$ cat config.mk
export PLATFORM = sky130hd
export DESIGN_NAME = digest_streamer
export DESIGN_NICKNAME = d
export VERILOG_FILES = /design/src/rtl/digest_streamer_pkg.sv /design/src/rtl/digest_streamer_uart_tx_core.sv /design/src/rtl/digest_streamer.sv
export SDC_FILE = /design/constraint.sdc
export NUM_CORES = 1
export LEC_CHECK = 0
export ABC_AREA = 1
export BUFFER_PORTS_ARGS = -buffer_cell sky130_fd_sc_hd__buf_2
export CAP_MARGIN = 20
export CORE_MARGIN = 1
export CORE_UTILIZATION = 40
export CTS_CLUSTER_SIZE = 8
export DETAILED_ROUTE_END_ITERATION = 16
export GPL_ROUTABILITY_DRIVEN = 0
export PLACE_DENSITY = 0.71
export SLEW_MARGIN = 20
export SYNTH_ARGS = -nofsm -noshare
export SYNTH_HDL_FRONTEND = slang
export SYNTH_SLANG_ARGS = --single-unit
export TNS_END_PERCENT = 10
$ cat constraint.sdc
create_clock -name clk -period 10.8 [get_ports clk]
set_input_delay 0.54 -clock clk [delete_from_list [all_inputs] [get_ports clk]]
set_output_delay 0.54 -clock clk [all_outputs]
set_load 0.01 [all_outputs]
$ cat src/rtl/digest_streamer_pkg.sv
// digest_streamer_pkg
// Shared types and constants for the digest streamer:
//   state_t          - sequencing FSM states
//   UART_START_BIT   - line level of a UART start bit
//   UART_STOP_BIT    - line level of a UART stop bit (also the idle level)
//   ASCII_CR/LF      - line terminator sent after a hex-encoded digest
//   nibble_to_ascii  - 4-bit value to lowercase ASCII hex character
package digest_streamer_pkg;

   typedef enum logic [2:0] {
      ST_IDLE,
      ST_LOAD,
      ST_START,
      ST_DATA,
      ST_STOP,
      ST_GAP,
      ST_FIN
   } state_t;

   localparam logic       UART_START_BIT = 1'b0;
   localparam logic       UART_STOP_BIT  = 1'b1;
   localparam logic [7:0] ASCII_CR       = 8'h0D;
   localparam logic [7:0] ASCII_LF       = 8'h0A;

   // 0-9 -> '0'-'9', 10-15 -> 'a'-'f' ('a' - 10 = 0x57)
   function automatic logic [7:0] nibble_to_ascii(input logic [3:0] nib);
      if (nib < 4'd10) begin
         return 8'h30 + {4'h0, nib};
      end
      return 8'h57 + {4'h0, nib};
   endfunction

endpackage

$ cat src/rtl/digest_streamer_uart_tx_core.sv
// uart_tx_core
// Single-frame UART transmitter: one start bit, 8 data bits LSB first,
// one stop bit, each CLKS_PER_BIT clocks long.
// Ports:
//   clk, rst    - clock, asynchronous active-high reset (line forced high)
//   start       - begin a frame with data_byte; ignored while a frame is active
//   data_byte   - byte to send, sampled when start is accepted
//   line        - serial output, idle high
//   frame_done  - high during the last clock of the stop bit
module uart_tx_core
   import digest_streamer_pkg::*;
#(
   parameter int CLKS_PER_BIT = 87
) (
   input  logic       clk,
   input  logic       rst,
   input  logic       start,
   input  logic [7:0] data_byte,
   output logic       line,
   output logic       frame_done
);

   localparam int TW = $clog2(CLKS_PER_BIT);
   localparam logic [TW-1:0] LAST_TICK = TW'(CLKS_PER_BIT - 1);

   logic [TW-1:0] timer_reg;
   logic [3:0]    bit_idx_reg;   // 0 = start, 1..8 = data, 9 = stop
   logic [7:0]    shift_reg;
   logic          active_reg;
   logic          line_reg;

   always_ff @(posedge clk or posedge rst) begin
      if (rst) begin
         timer_reg   <= '0;
         bit_idx_reg <= '0;
         shift_reg   <= '0;
         active_reg  <= 1'b0;
         line_reg    <= UART_STOP_BIT;
      end else if (!active_reg) begin
         if (start) begin
            active_reg  <= 1'b1;
            line_reg    <= UART_START_BIT;
            shift_reg   <= data_byte;
            timer_reg   <= '0;
            bit_idx_reg <= '0;
         end
      end else if (timer_reg == LAST_TICK) begin
         timer_reg <= '0;
         if (bit_idx_reg == 4'd9) begin
            active_reg <= 1'b0;
         end else begin
            bit_idx_reg <= bit_idx_reg + 4'd1;
            if (bit_idx_reg == 4'd8) begin
               line_reg <= UART_STOP_BIT;
            end else begin
               line_reg  <= shift_reg[0];
               shift_reg <= {1'b0, shift_reg[7:1]};
            end
         end
      end else begin
         timer_reg <= timer_reg + 1'b1;
      end
   end

   assign line       = line_reg;
   assign frame_done = active_reg && (bit_idx_reg == 4'd9) && (timer_reg == LAST_TICK);

endmodule

$ cat src/rtl/digest_streamer.sv
// digest_streamer
// Accepts a digest through a valid/ready handshake and sends it out as a
// sequence of UART frames, with two idle-high clocks between frames.
// Build option: define DIGEST_STREAMER_HEX_EN to send each byte as two
// lowercase ASCII hex characters (high nibble first) followed by CR LF.
// Ports:
//   clk, rst      - clock, asynchronous active-high reset
//   digest        - digest to send, captured at the handshake only
//   digest_valid  - digest offered
//   digest_ready  - high only while idle
//   uart_tx       - serial line, idle high
//   busy          - handshake through the done pulse
//   done          - one-cycle pulse after the final stop bit
module digest_streamer
   import digest_streamer_pkg::*;
#(
   parameter int DIGEST_W     = 256,
   parameter int CLKS_PER_BIT = 87,
   parameter int MSB_FIRST    = 1
) (
   input  logic                clk,
   input  logic                rst,
   input  logic [DIGEST_W-1:0] digest,
   input  logic                digest_valid,
   output logic                digest_ready,
   output logic                uart_tx,
   output logic                busy,
   output logic                done
);

   if (DIGEST_W < 8 || (DIGEST_W % 8) != 0) begin : g_bad_digest_w
      $error("digest_streamer: DIGEST_W must be a positive multiple of 8");
   end
   if (CLKS_PER_BIT < 2) begin : g_bad_clks_per_bit
      $error("digest_streamer: CLKS_PER_BIT must be at least 2");
   end

   localparam int NBYTES = DIGEST_W / 8;
`ifdef DIGEST_STREAMER_HEX_EN
   localparam int FRAMES = DIGEST_W / 4 + 2;
`else
   localparam int FRAMES = NBYTES;
`endif
   localparam int IDX_W = $clog2(FRAMES + 1);
   localparam int TW    = $clog2(CLKS_PER_BIT);
   localparam logic [TW-1:0] LAST_TICK = TW'(CLKS_PER_BIT - 1);

   state_t              state_reg;
   logic [IDX_W-1:0]    byte_idx_reg;
   logic [TW-1:0]       timer_reg;
   logic [2:0]          bit_cnt_reg;
   logic [DIGEST_W-1:0] shadow_reg;
   logic [7:0]          tx_byte_reg;
   logic                start_reg;
   logic                ready_reg;
   logic                busy_reg;
   logic                done_reg;
   logic                frame_done;

   logic [7:0]          cur_byte;
   logic [7:0]          next_byte;
   int                  byte_sel;

   // Frame index -> digest byte -> transmitted character
   always_comb begin
      byte_sel = int'(byte_idx_reg);
`ifdef DIGEST_STREAMER_HEX_EN
      byte_sel = byte_sel / 2;
`endif
      // CR/LF frames point past the digest; keep the select in range
      if (byte_sel >= NBYTES) byte_sel = 0;
      if (MSB_FIRST != 0) byte_sel = NBYTES - 1 - byte_sel;
      cur_byte = shadow_reg[8*byte_sel +: 8];
`ifdef DIGEST_STREAMER_HEX_EN
      if (byte_idx_reg < IDX_W'(2 * NBYTES)) begin
         next_byte = nibble_to_ascii(byte_idx_reg[0] ? cur_byte[3:0] : cur_byte[7:4]);
      end else if (byte_idx_reg == IDX_W'(2 * NBYTES)) begin
         next_byte = ASCII_CR;
      end else begin
         next_byte = ASCII_LF;
      end
`else
      next_byte = cur_byte;
`endif
   end

   // The FSM runs one clock ahead of the line: start_reg is raised on the
   // LOAD->START edge and the core drives the start bit one edge later.
   always_ff @(posedge clk or posedge rst) begin
      if (rst) begin
         state_reg    <= ST_IDLE;
         byte_idx_reg <= '0;
         timer_reg    <= '0;
         bit_cnt_reg  <= '0;
         shadow_reg   <= '0;
         tx_byte_reg  <= '0;
         start_reg    <= 1'b0;
         ready_reg    <= 1'b1;
         busy_reg     <= 1'b0;
         done_reg     <= 1'b0;
      end else begin
         start_reg <= 1'b0;
         done_reg  <= 1'b0;
         case (state_reg)
            ST_IDLE: begin
               if (digest_valid && ready_reg) begin
                  shadow_reg   <= digest;
                  byte_idx_reg <= '0;
                  ready_reg    <= 1'b0;
                  busy_reg     <= 1'b1;
                  state_reg    <= ST_LOAD;
               end
            end
            ST_LOAD: begin
               tx_byte_reg <= next_byte;
               start_reg   <= 1'b1;
               timer_reg   <= '0;
               state_reg   <= ST_START;
            end
            ST_START: begin
               if (timer_reg == LAST_TICK) begin
                  timer_reg   <= '0;
                  bit_cnt_reg <= '0;
                  state_reg   <= ST_DATA;
               end else begin
                  timer_reg <= timer_reg + 1'b1;
               end
            end
            ST_DATA: begin
               if (timer_reg == LAST_TICK) begin
                  timer_reg <= '0;
                  if (bit_cnt_reg == 3'd7) begin
                     state_reg <= ST_STOP;
                  end else begin
                     bit_cnt_reg <= bit_cnt_reg + 3'd1;
                  end
               end else begin
                  timer_reg <= timer_reg + 1'b1;
               end
            end
            ST_STOP: begin
               if (timer_reg == LAST_TICK) begin
                  timer_reg <= '0;
                  state_reg <= ST_GAP;
               end else begin
                  timer_reg <= timer_reg + 1'b1;
               end
            end
            ST_GAP: begin
               // Lines up with the core's final stop-bit clock
               if (frame_done) begin
                  byte_idx_reg <= byte_idx_reg + 1'b1;
                  if (byte_idx_reg == IDX_W'(FRAMES - 1)) begin
                     done_reg  <= 1'b1;
                     state_reg <= ST_FIN;
                  end else begin
                     state_reg <= ST_LOAD;
                  end
               end
            end
            ST_FIN: begin
               ready_reg <= 1'b1;
               busy_reg  <= 1'b0;
               state_reg <= ST_IDLE;
            end
            default: state_reg <= ST_IDLE;
         endcase
      end
   end

   uart_tx_core #(
      .CLKS_PER_BIT(CLKS_PER_BIT)
   ) u_core (
      .clk        (clk),
      .rst        (rst),
      .start      (start_reg),
      .data_byte  (tx_byte_reg),
      .line       (uart_tx),
      .frame_done (frame_done)
   );

   assign digest_ready = ready_reg;
   assign busy         = busy_reg;
   assign done         = done_reg;

endmodule

==> flow_summary.json, run 1 <==
{
  "outcome": "complete, no violations",
  "cpMaxStageDelayCell": "inv_2",
  "clkSinkCount": 308,
  "switching_power_summed_over_all_nets_mw": 1.769,
  "start_util_pct": 40.56,
  "edff_count_synth": 0,
  "synthesis.area_um2": 14850,
  "drt_iter0_markers": 1417,
  "drc": 0,
  "synth_cells": 1982,
  "nets": 2458,
  "postCtsResizedCells": 0,
  "grt.met2_usage_pct": 38.92,
  "cell_taking_the_most_area_after_synthesis": "dfrtp_1",
  "ys.flop_type": "dfrtp_1",
  "final-hold-violation-count": 0,
  "worst-endpoint-required_ns": 11.21,
  "timing.reg2reg.setup_slack_ns": 7.21,
  "internal_power_mw": 2.900,
  "power_frac_seq_pct": 43.3,
  "track_usage_pct": 24.26,
  "die_w_um": 194.7,
  "worst_skew_pair.late_latency_ns": 0.53,
  "path_clk_slew_ns": 0.05,
  "power_frac_clock_pct": 26.1,
  "dp_hpwl_um": 31430,
  "critical_path.cell_chain": "inv_2 -> buf_4 -> nand2_4 -> inv_2 -> nand3_1 -> nand3_1 -> nand3_1 -> nand2_1 -> nand2_1 -> nand3_1 -> nand2_1",
  "average_wire_per_standard_cell_um": 16.87,
  "timing.hold.worst.class": "primary input to asynchronous set/reset pin",
  "worst_path_most_repeated_cell": "nand3_1",
  "ys_seq_area_share_pct": 51.93,
  "asyncSetResetFlopFracSynth_pct": 100.0,
  "synth.lib_cells_used.distinct": 31,
  "setup_crit_start_kind": "flip-flop",
  "syn-mean-instance-area_um2": 7.491,
  "synth_top_cells_by_area": "dfrtp_1 (52%), nand2_1 (27%), nand3_1 (9.8%), buf_2 (1.6%), inv_1 (1.3%)",
  "fp.coreArea_um2": 36610,
  "sw_frac_of_total_pct": 37.89,
  "antenna_found_initial": 0,
  "post_synth_top_cells": "nand2_1 (1081), dfrtp_1 (306), nand3_1 (292), inv_1 (53), buf_2 (48)",
  "dp_slack_ns": 7.319,
  "post_drt_via_cell_ratio": 5.241,
  "floorplan.io_pins": 263,
  "global_route_wire_length_before_repair_um": 72520,
  "grt_setup_unrepaired": "false",
  "synth-seq-cells": 308,
  "synth_most_common_cell": "nand2_1",
  "n_fill_cell": 3624,
  "max_clock_freq_mhz": 278.8,
  "dr_total_vias": 13970,
  "synth_nets": 2252,
  "worst_slew_margin_rel_pct": 35.21,
  "category_of_the_worst_setup_path_capture_point": "flip-flop",
  "met3_usage_pct": 4.164,
  "fp.dieArea_um2": 37890,
  "layout-drive-gt1-share_pct": 15.65,
  "flow.area_growth_from_synthesis_pct": 17.83,
  "timing.setup.tns_ns": 0,
  "criticalPathCategory": "flip-flop to flip-flop",
  "synthesis.yosys.warnings": 0,
  "post-route-period-util_pct": 33.21,
  "ant_nets": 0,
  "clock_buffer_depth": 3,
  "timing.critical_path.fanout_max": 81,
  "worst_pin_slew_ns": 0.9719,
  "cp_slowest_stage_delay_ns": 0.91,
  "post_cts_buffers": 0,
  "final_max_slew_viol_count": 0,
  "globalRouteOverflowTotal": 0,
  "drt_wl_total_um": 44990,
  "h_tree_depth_reported_by_cts": 2,
  "arrival_ns": 4.00,
  "comb_power_share_pct": 30.6,
  "cts_tree": "done",
  "global_route.peak_usage_layer": "met2",
  "clk_root_buffer_cell": "clkbuf_16",
  "p_leak_nw": 9.541,
  "clock_skew_ns": 0.01141,
  "ff2ff_path_depth": 11,
  "power.density_nw_per_um2": 266.9,
  "maxCapViolCount": 0,
  "final_period_minus_worst_setup_slack_ns": 3.587,
  "die_height_um": 194.7,
  "io_buffer_count": 262,
  "cts.hold.buffers_added": 0,
  "setup_ws_ns": 7.213,
  "cts_inserted_buffers": 44,
  "drt_first_pass_iters": 9,
  "setup_viol": 0,
  "grt.met1_usage_pct": 32.82,
  "vdd_drop_max_mv": 0.1423,
  "placementRows": 70,
  "largest_register_ffs": 256,
  "synth_top_area_share_pct": 51.57,
  "maximum_number_of_pins_on_one_net_before_global_route_repair": 177,
  "vias_in_the_first_global_route": 13670,
  "insertedDiodeCount": 0
}
metal layers:
metal / part of all wire, % / up-vias
li1: - / 6622
met1: 42 / 6615
met2: 46 / 615
met3: 7.5 / 121
met4: 3.8 / 0
met5: 0 / -
area by class of cell:
class | instances | area [um2] | share of cell area [%]
multi-input combinational | 1501 | 6361 | 36.36
tap | 468 | 585.6 | 3.347
timing repair buffer | 275 | 1433 | 8.189
inverter | 58 | 235.2 | 1.344
clock buffer | 56 | 1167 | 6.672
sequential | 308 | 7714 | 44.09
placed cells by master, fill, tap and decap left out, types with 3 or more instances in the layout:
master / count
a21oi_1: 6
buf_2: 262
buf_4: 11
clkbuf_1: 11
clkbuf_16: 45
dfrtp_1: 305
ha_1: 11
inv_1: 51
inv_2: 3
mux2i_1: 7
nand2_1: 1081
nand3_1: 292
nand4_1: 4
nor2_1: 32
nor2_2: 3
nor3_1: 8
o21ai_0: 24
o21ai_2: 8
o22ai_1: 7
xor2_1: 7
power groups by stage:
| stage | Combinational (mW) | Sequential (mW) | Clock (mW) |
|---|---|---|---|
| finish | 1.43 | 2.02 | 1.22 |
| global route | 1.65 | 2.07 | 1.29 |
| CTS | 1.44 | 2.01 | 1.24 |
| detailed placement | 1.42 | 2.02 | 0 |
| global placement | 1.39 | 2.01 | 0 |
| floorplan | 1.12 | 1.86 | 0 |
through the flow:
step                      power (mW)  instances  utilization, %  instance area (um2)  hold WS (ns)
after floorplan                2.984       1982               -                14850        0.4416
after global placement         3.403       2609           44.51                16300        0.4626
after detailed placement       3.439       2609           44.51                16300        0.4639
after CTS                      4.688       2665           47.70                17460        0.1340
after global routing           5.011       2666           47.79                17500        0.1499
final                          4.669       2666           47.79                17500       0.08880
path summary, 6_finish.rpt:
| kind | to | from |
|---|---|---|
| setup reg to reg | tx_byte_reg[4] | byte_idx_reg[5] |
| hold / removal | shadow_reg[50] | rst |
| hold reg to reg | busy | busy |
| setup / recovery | tx_byte_reg[4] | byte_idx_reg[5] |
| max in group asynchronous | shadow_reg[200] | rst |
| min in group clk | shadow_reg[251] | digest[251] |
logic make-up after synthesis:
family                     synth area share, %
adders and majority gates               0.9269
AOI/OAI and AO/OA                        1.980
buffers and inverters                    5.326
and+or+nand+nor                          38.84
DFF                                      51.93
xor gates and xnor gates                0.5309
muxes                                   0.4719
worst max-delay path, delay by kind of cell, from the launching register on:
| family | cells | cell delay [ns] |
|---|---|---|
| DFF | 1 | 0.42 |
| buffers and inverters | 3 | 1.52 |
| and+or+nand+nor | 8 | 1.41 |
Note: power is estimated with default switching activity, not from simulation.
==> inputs of run 2 (changes only) <==
Settings changed: ABC_AREA 1 to 0, PLACE_DENSITY 0.71 to 0.74.
Clock period 10.8 ns to 2.9 ns, I/O delays scaled along.
==> flow_summary.json, run 2 <==
{
  "cpMaxStageDelayCell": "buf_4",
  "multi_input_comb_area_um2": 6203,
  "floorplan.io_pins": 263,
  "die_w_um": 192.1,
  "cts_inserted_buffers": 44,
  "max_clock_freq_mhz": 403.5,
  "edff_count_synth": 0,
  "met3_usage_pct": 6.121,
  "total_power_mw": 9.622,
  "timing.reg2reg.setup_slack_ns": 0.42,
  "maximum_number_of_pins_on_one_net_before_global_route_repair": 170,
  "worst_pin_slew_ns": 0.8241,
  "antenna_found_initial": 2,
  "worst_skew_pair.late_latency_ns": 0.55,
  "drc": 0,
  "worst-endpoint-required_ns": 3.31,
  "criticalPathCategory": "flip-flop to flip-flop",
  "global_route.peak_usage_layer": "met2",
  "p_leak_nw": 10.43,
  "globalRouteOverflowTotal": 0,
  "n_fill_cell": 2972,
  "post-route-period-util_pct": 85.46,
  "critical_path.cell_chain": "buf_4 -> buf_4 -> mux2_2 -> o22ai_1 -> nor3_1 -> o22ai_1 -> nand3_1",
  "synth_cells": 1688,
  "final_period_minus_worst_setup_slack_ns": 2.478,
  "grt_setup_unrepaired": "false",
  "synth_top_area_share_pct": 52.97,
  "post_drt_via_cell_ratio": 5.469,
  "ys_seq_area_share_pct": 53.33,
  "io_buffer_count": 262,
  "finalCoreUtilization_pct": 56.13,
  "layout-drive-gt1-share_pct": 17.58,
  "synth-seq-cells": 308,
  "layout_common_cells": "nand2_1 (801), dfrtp_1 (304), buf_2 (262)",
  "grt.met2_usage_pct": 43.47,
  "final_max_slew_viol_count": 0,
  "fp.dieArea_um2": 36900,
  "fp.coreArea_um2": 35570,
  "h_tree_depth_reported_by_cts": 2,
  "timing.hold.worst.class": "primary input to flip-flop",
  "vias_in_the_first_global_route": 14780,
  "clock_buffer_depth": 3,
  "most_frequent_standard_cell_in_the_layout_excluding_fill_and_tap_cells": "nand2_1",
  "ff2ff_path_depth": 7,
  "drt_wl_total_um": 51580,
  "category_of_the_worst_setup_path_capture_point": "flip-flop",
  "ant_nets": 0,
  "syn-mean-instance-area_um2": 8.564,
  "average_wire_per_standard_cell_um": 19.38,
  "dp_hpwl_um": 31800,
  "ys.flop_type": "dfrtp_1",
  "drt_first_pass_iters": 8,
  "synthesis.area_um2": 14460,
  "post_cts_buffers": 0,
  "grt.met1_usage_pct": 36.32,
  "final-hold-violation-count": 0,
  "arrival_ns": 2.89,
  "min_delay_worst_endpoint": "digest_ready",
  "placementRows": 69,
  "asyncSetResetFlopFracSynth_pct": 100.0,
  "synth.lib_cells_used.distinct": 64,
  "hold-path-cell-count": 4,
  "post_synth_top_cells": "nand2_1 (801), dfrtp_1 (306), o21ai_0 (61), nor2_1 (52), clkbuf_1 (47)",
  "synth_top_cells_by_area": "dfrtp_1 (53%), nand2_1 (21%), o21ai_0 (2.1%), mux2i_1 (2.0%), mux2_2 (1.9%)",
  "cell_taking_the_most_area_after_synthesis": "dfrtp_1",
  "synthesis.yosys.warnings": 0,
  "largest_register_ffs": 256,
  "crit-reg2reg-launch": "byte_idx_reg[0]",
  "drt_iter0_markers": 1209,
  "setup_crit_start_kind": "flip-flop",
  "die_height_um": 192.1,
  "timing.critical_path.fanout_max": 34,
  "flow.area_growth_from_synthesis_pct": 38.12,
  "clock_skew_ns": 0.01617,
  "synth_nets": 1958,
  "setup_viol": 0,
  "clkSinkCount": 308,
  "dr_total_vias": 14550,
  "global_route_wire_length_before_repair_um": 79580,
  "cts_tree": "done",
  "r2r-end": "tx_byte_reg[7]",
  "outcome": "complete, no violations",
  "maxCapViolCount": 0,
  "power.density_nw_per_um2": 481.9,
  "worst_slew_margin_rel_pct": 45.06,
  "path_clk_slew_ns": 0.05,
  "clk_root_buffer_cell": "clkbuf_16",
  "cp_slowest_stage_delay_ns": 0.46,
  "start_util_pct": 40.64,
  "synth_most_common_cell": "nand2_1",
  "vdd_drop_max_mv": 0.3335,
  "holdCritStartpoint": "digest_valid",
  "nets": 2446,
  "track_usage_pct": 28.01,
  "seq_cell_area_um2": 7715
}
==> run 2: changes by cell type after synthesis, sizes merged, moves of 31 or more <==
cell,change
nand3,-271
o21ai,+31
inv,-40
a21oi,+33
mux2,+32
o22ai,+34
nand2,-282
==> run 2: stage by stage <==
step / worst slack (ns) / hold slack (ns) / cells / instance area (um2) / TNS, ns
6_report: 0.4217 / 0.05997 / 2661 / 19970 / 0
5_1_grt: 0.3392 / 0.1019 / 2659 / 19960 / 0
4_1_cts: 0.4693 / 0.05682 / 2657 / 19960 / 0
3_5_place_dp: 0.4838 / 0.2090 / 2334 / 16160 / 0
3_3_place_gp: 0.5313 / 0.2107 / 2334 / 16160 / 0
2_1_floorplan: -1.342 / 0.2504 / 1688 / 14460 / -411.23
==> run 2: per-layer routing <==
metal | vias up | share of wire (%)
li1 | 6525 | -
met1 | 6923 | 40
met2 | 846 | 46
met3 | 260 | 7.8
met4 | 0 | 6.1
met5 | - | 0
==> run 2: what timing repair did <==
item / 4_1_cts / 5_1_grt
endpoints found under the hold margin: 269 / 0
gates resized for setup: 0 / 0
hold buffers: 257 / 0
==> run 2: kinds of logic after synthesis <==
group / share of synthesized area, %
and+or+nand+nor: 26.67
xor gates and xnor gates: 0.6059
buffers and inverters: 3.800
AOI/OAI and AO/OA: 9.798
DFF: 53.33
adders and majority gates: 0.9520
muxes: 4.838
==> run 2: power by group <==
group / leakage, nW / internal (mW) / switching, mW
sequential: 4.26 / 4.30 / 0
clock: 0.592 / 2.80 / 1.93
combinational: 5.57 / 0.363 / 0.226
total: 10.4 / 7.47 / 2.15
==> run 2: how the worst max path moves through the flow <==
stage | start | endpoint | slack (ns) | depth (start not counted)
2_1_floorplan | rst | bit_cnt_reg[0] | -1.34 | 1
3_3_place_gp | byte_idx_reg[0] | tx_byte_reg[7] | 0.53 | 7
3_5_place_dp | byte_idx_reg[0] | tx_byte_reg[7] | 0.48 | 7
4_1_cts | byte_idx_reg[0] | tx_byte_reg[7] | 0.47 | 7
5_1_grt | byte_idx_reg[0] | tx_byte_reg[6] | 0.34 | 7
6_report | byte_idx_reg[0] | tx_byte_reg[7] | 0.42 | 7
==> run 2: final cells by class <==
| cell class | instances | share of cell area, % |
|---|---|---|
| flip-flops and latches | 308 | 38.64 |
| multi-input cells | 1259 | 31.07 |
| repair buffers | 544 | 20.83 |
| clock buffers | 63 | 5.922 |
| well taps | 461 | 2.889 |
| inverters | 19 | 0.3760 |
| clock inverters | 3 | 0.2256 |
| diodes | 4 | 0.05013 |
==> run 2: critical path: cells and delay by family, from the launching register on <==
kind,cells,cell delay (ns)
and+or+nand+nor,2,0.20
AOI/OAI and AO/OA,2,0.51
buffers and inverters,2,0.79
DFF,1,0.42
muxes,1,0.40
==> inputs of run 3 (changes only) <==
Settings changed: RECOVER_POWER set to 50.
==> flow_summary.json, run 3 (same netlist as run 2, synthesis figures left out) <==
{
  "outcome": "finished with violations",
  "violations_in_the_final_reports": "capacitance limit, slew limit",
  "h_tree_depth_reported_by_cts": 2,
  "dp_hpwl_um": 31800,
  "maximum_number_of_pins_on_one_net_before_global_route_repair": 170,
  "drt_iter0_markers": 1230,
  "nets": 2446,
  "timing.reg2reg.setup_slack_ns": 0.43,
  "global_route_wire_length_before_repair_um": 79580,
  "largest_register_ffs": 256,
  "timing_endpoint_of_the_critical_path": "tx_byte_reg[7]",
  "track_usage_pct": 28.01,
  "cts_tree": "done",
  "grt_setup_unrepaired": "false",
  "dp_slack_ns": 0.4838,
  "drc": 0,
  "drt_first_pass_iters": 8,
  "post_drt_via_cell_ratio": 5.485,
  "multi_input_comb_area_um2": 6203,
  "holdCritStartpoint": "digest_valid",
  "dr_total_vias": 14600,
  "worst_skew_pair.late_latency_ns": 0.55,
  "final-hold-violation-count": 0,
  "layout_common_cells": "nand2_1 (801), dfrtp_1 (304), buf_2 (261)",
  "criticalPathCategory": "flip-flop to flip-flop",
  "final_max_slew_viol_count": 30,
  "die_w_um": 192.1,
  "r2r-end": "tx_byte_reg[7]",
  "floorplan.io_pins": 263,
  "clk_root_buffer_cell": "clkbuf_16",
  "die_height_um": 192.1,
  "clock_skew_ns": 0.01727,
  "post-route-period-util_pct": 85.25,
  "ant_nets": 0,
  "arrival_ns": 2.88,
  "total_power_mw": 9.617,
  "setup_viol": 0,
  "final_period_minus_worst_setup_slack_ns": 2.472,
  "fp.coreArea_um2": 35570,
  "drt_wl_total_um": 51540,
  "critical_path.startpoint": "byte_idx_reg[0]",
  "placementRows": 69,
  "crit-reg2reg-launch": "byte_idx_reg[0]",
  "start_util_pct": 40.64,
  "average_wire_per_standard_cell_um": 19.36,
  "setup_ws_ns": 0.4276,
  "worst_slew_margin_rel_pct": -5.298,
  "fp.dieArea_um2": 36900,
  "clock_buffer_depth": 3,
  "seq_cell_area_um2": 7715,
  "worst-endpoint-required_ns": 3.31,
  "p_leak_nw": 10.40,
  "clkSinkCount": 308,
  "globalRouteOverflowTotal": 0,
  "cts_inserted_buffers": 44,
  "path_clk_slew_ns": 0.05,
  "vias_in_the_first_global_route": 14780,
  "timing.hold.worst.class": "primary input to flip-flop",
  "timing.critical_path.fanout_max": 34,
  "category_of_the_worst_setup_path_capture_point": "flip-flop",
  "ff2ff_path_depth": 7,
  "postCtsResizedCells": 0,
  "power.density_nw_per_um2": 482.7,
  "most_frequent_standard_cell_in_the_layout_excluding_fill_and_tap_cells": "nand2_1",
  "max_clock_freq_mhz": 404.5,
  "vdd_drop_max_mv": 0.3319,
  "maxCapViolCount": 1,
  "io_buffer_count": 262,
  "worst_pin_slew_ns": 1.579,
  "layout-drive-gt1-share_pct": 17.40,
  "flow.area_growth_from_synthesis_pct": 37.82,
  "antenna_found_initial": 2,
  "setup_crit_start_kind": "flip-flop",
  "n_fill_cell": 2980
}
==> run 3: metal layers <==
| layer | wire length (um) | vias to the layer above | part of all wire [%] | GRT usage [%] |
|---|---|---|---|---|
| met2 | 23750 | 848 | 46 | 43.47 |
| met5 | 0 | - | 0 | 0 |
| met1 | 20800 | 6948 | 40 | 36.32 |
| li1 | - | 6533 | - | - |
| met3 | 3882 | 273 | 7.5 | 6.121 |
| met4 | 3114 | 0 | 6.0 | 15.54 |
==> run 3: repair_timing <==
item / in CTS / in global routing
hold buffers: 257 / 0
endpoints found under the setup margin: 0 / 0
hold endpoints to repair: 269 / 0
setup buffers: 0 / 0
==> run 3: power by group <==
part	total [mW]	internal, mW	switching [mW]
clock network	4.73	2.80	1.93
registers	4.30	4.30	0
logic	0.582	0.357	0.225
total	9.62	7.46	2.15
==> run 3: worst min-delay path by stage <==
| stage | to | slack (ns) | cells after the start |
|---|---|---|---|
| floorplan | shadow_reg[0] | 0.25 | 2 |
| global placement | shadow_reg[226] | 0.21 | 2 |
| detailed placement | shadow_reg[232] | 0.21 | 2 |
| CTS | digest_ready | 0.06 | 4 |
| global route | digest_ready | 0.10 | 4 |
| finish | digest_ready | 0.06 | 4 |
==> run 3: final cells by class <==
type | instances | area share (%)
diodes | 5 | 0.06280
clock buffers | 63 | 5.934
clock inverters | 3 | 0.2261
inverters | 19 | 0.3642
multi-input cells | 1259 | 31.14
flip-flops and latches | 308 | 38.72
well taps | 461 | 2.895
repair buffers | 544 | 20.66
==> run 3: per-stage QoR <==
stage	util, %	TNS [ns]	area [um2]	cells	hold slack (ns)
floorplan	-	-411.23	14460	1688	0.2504
global placement	45.42	0	16160	2334	0.2107
detailed placement	45.42	0	16160	2334	0.2090
CTS	56.11	0	19960	2657	0.05682
global route	55.99	0	19920	2659	0.1046
finish	56.02	0	19920	2662	0.06422
==> run 3: critical path, stage by stage (launching register included) <==
cell and delay [ns]:
dfrtp_4 0.42, buf_4 0.33, buf_4 0.44, mux2_2 0.40, o22ai_1 0.25, nor3_1 0.10, o22ai_1 0.27, nand3_1 0.10
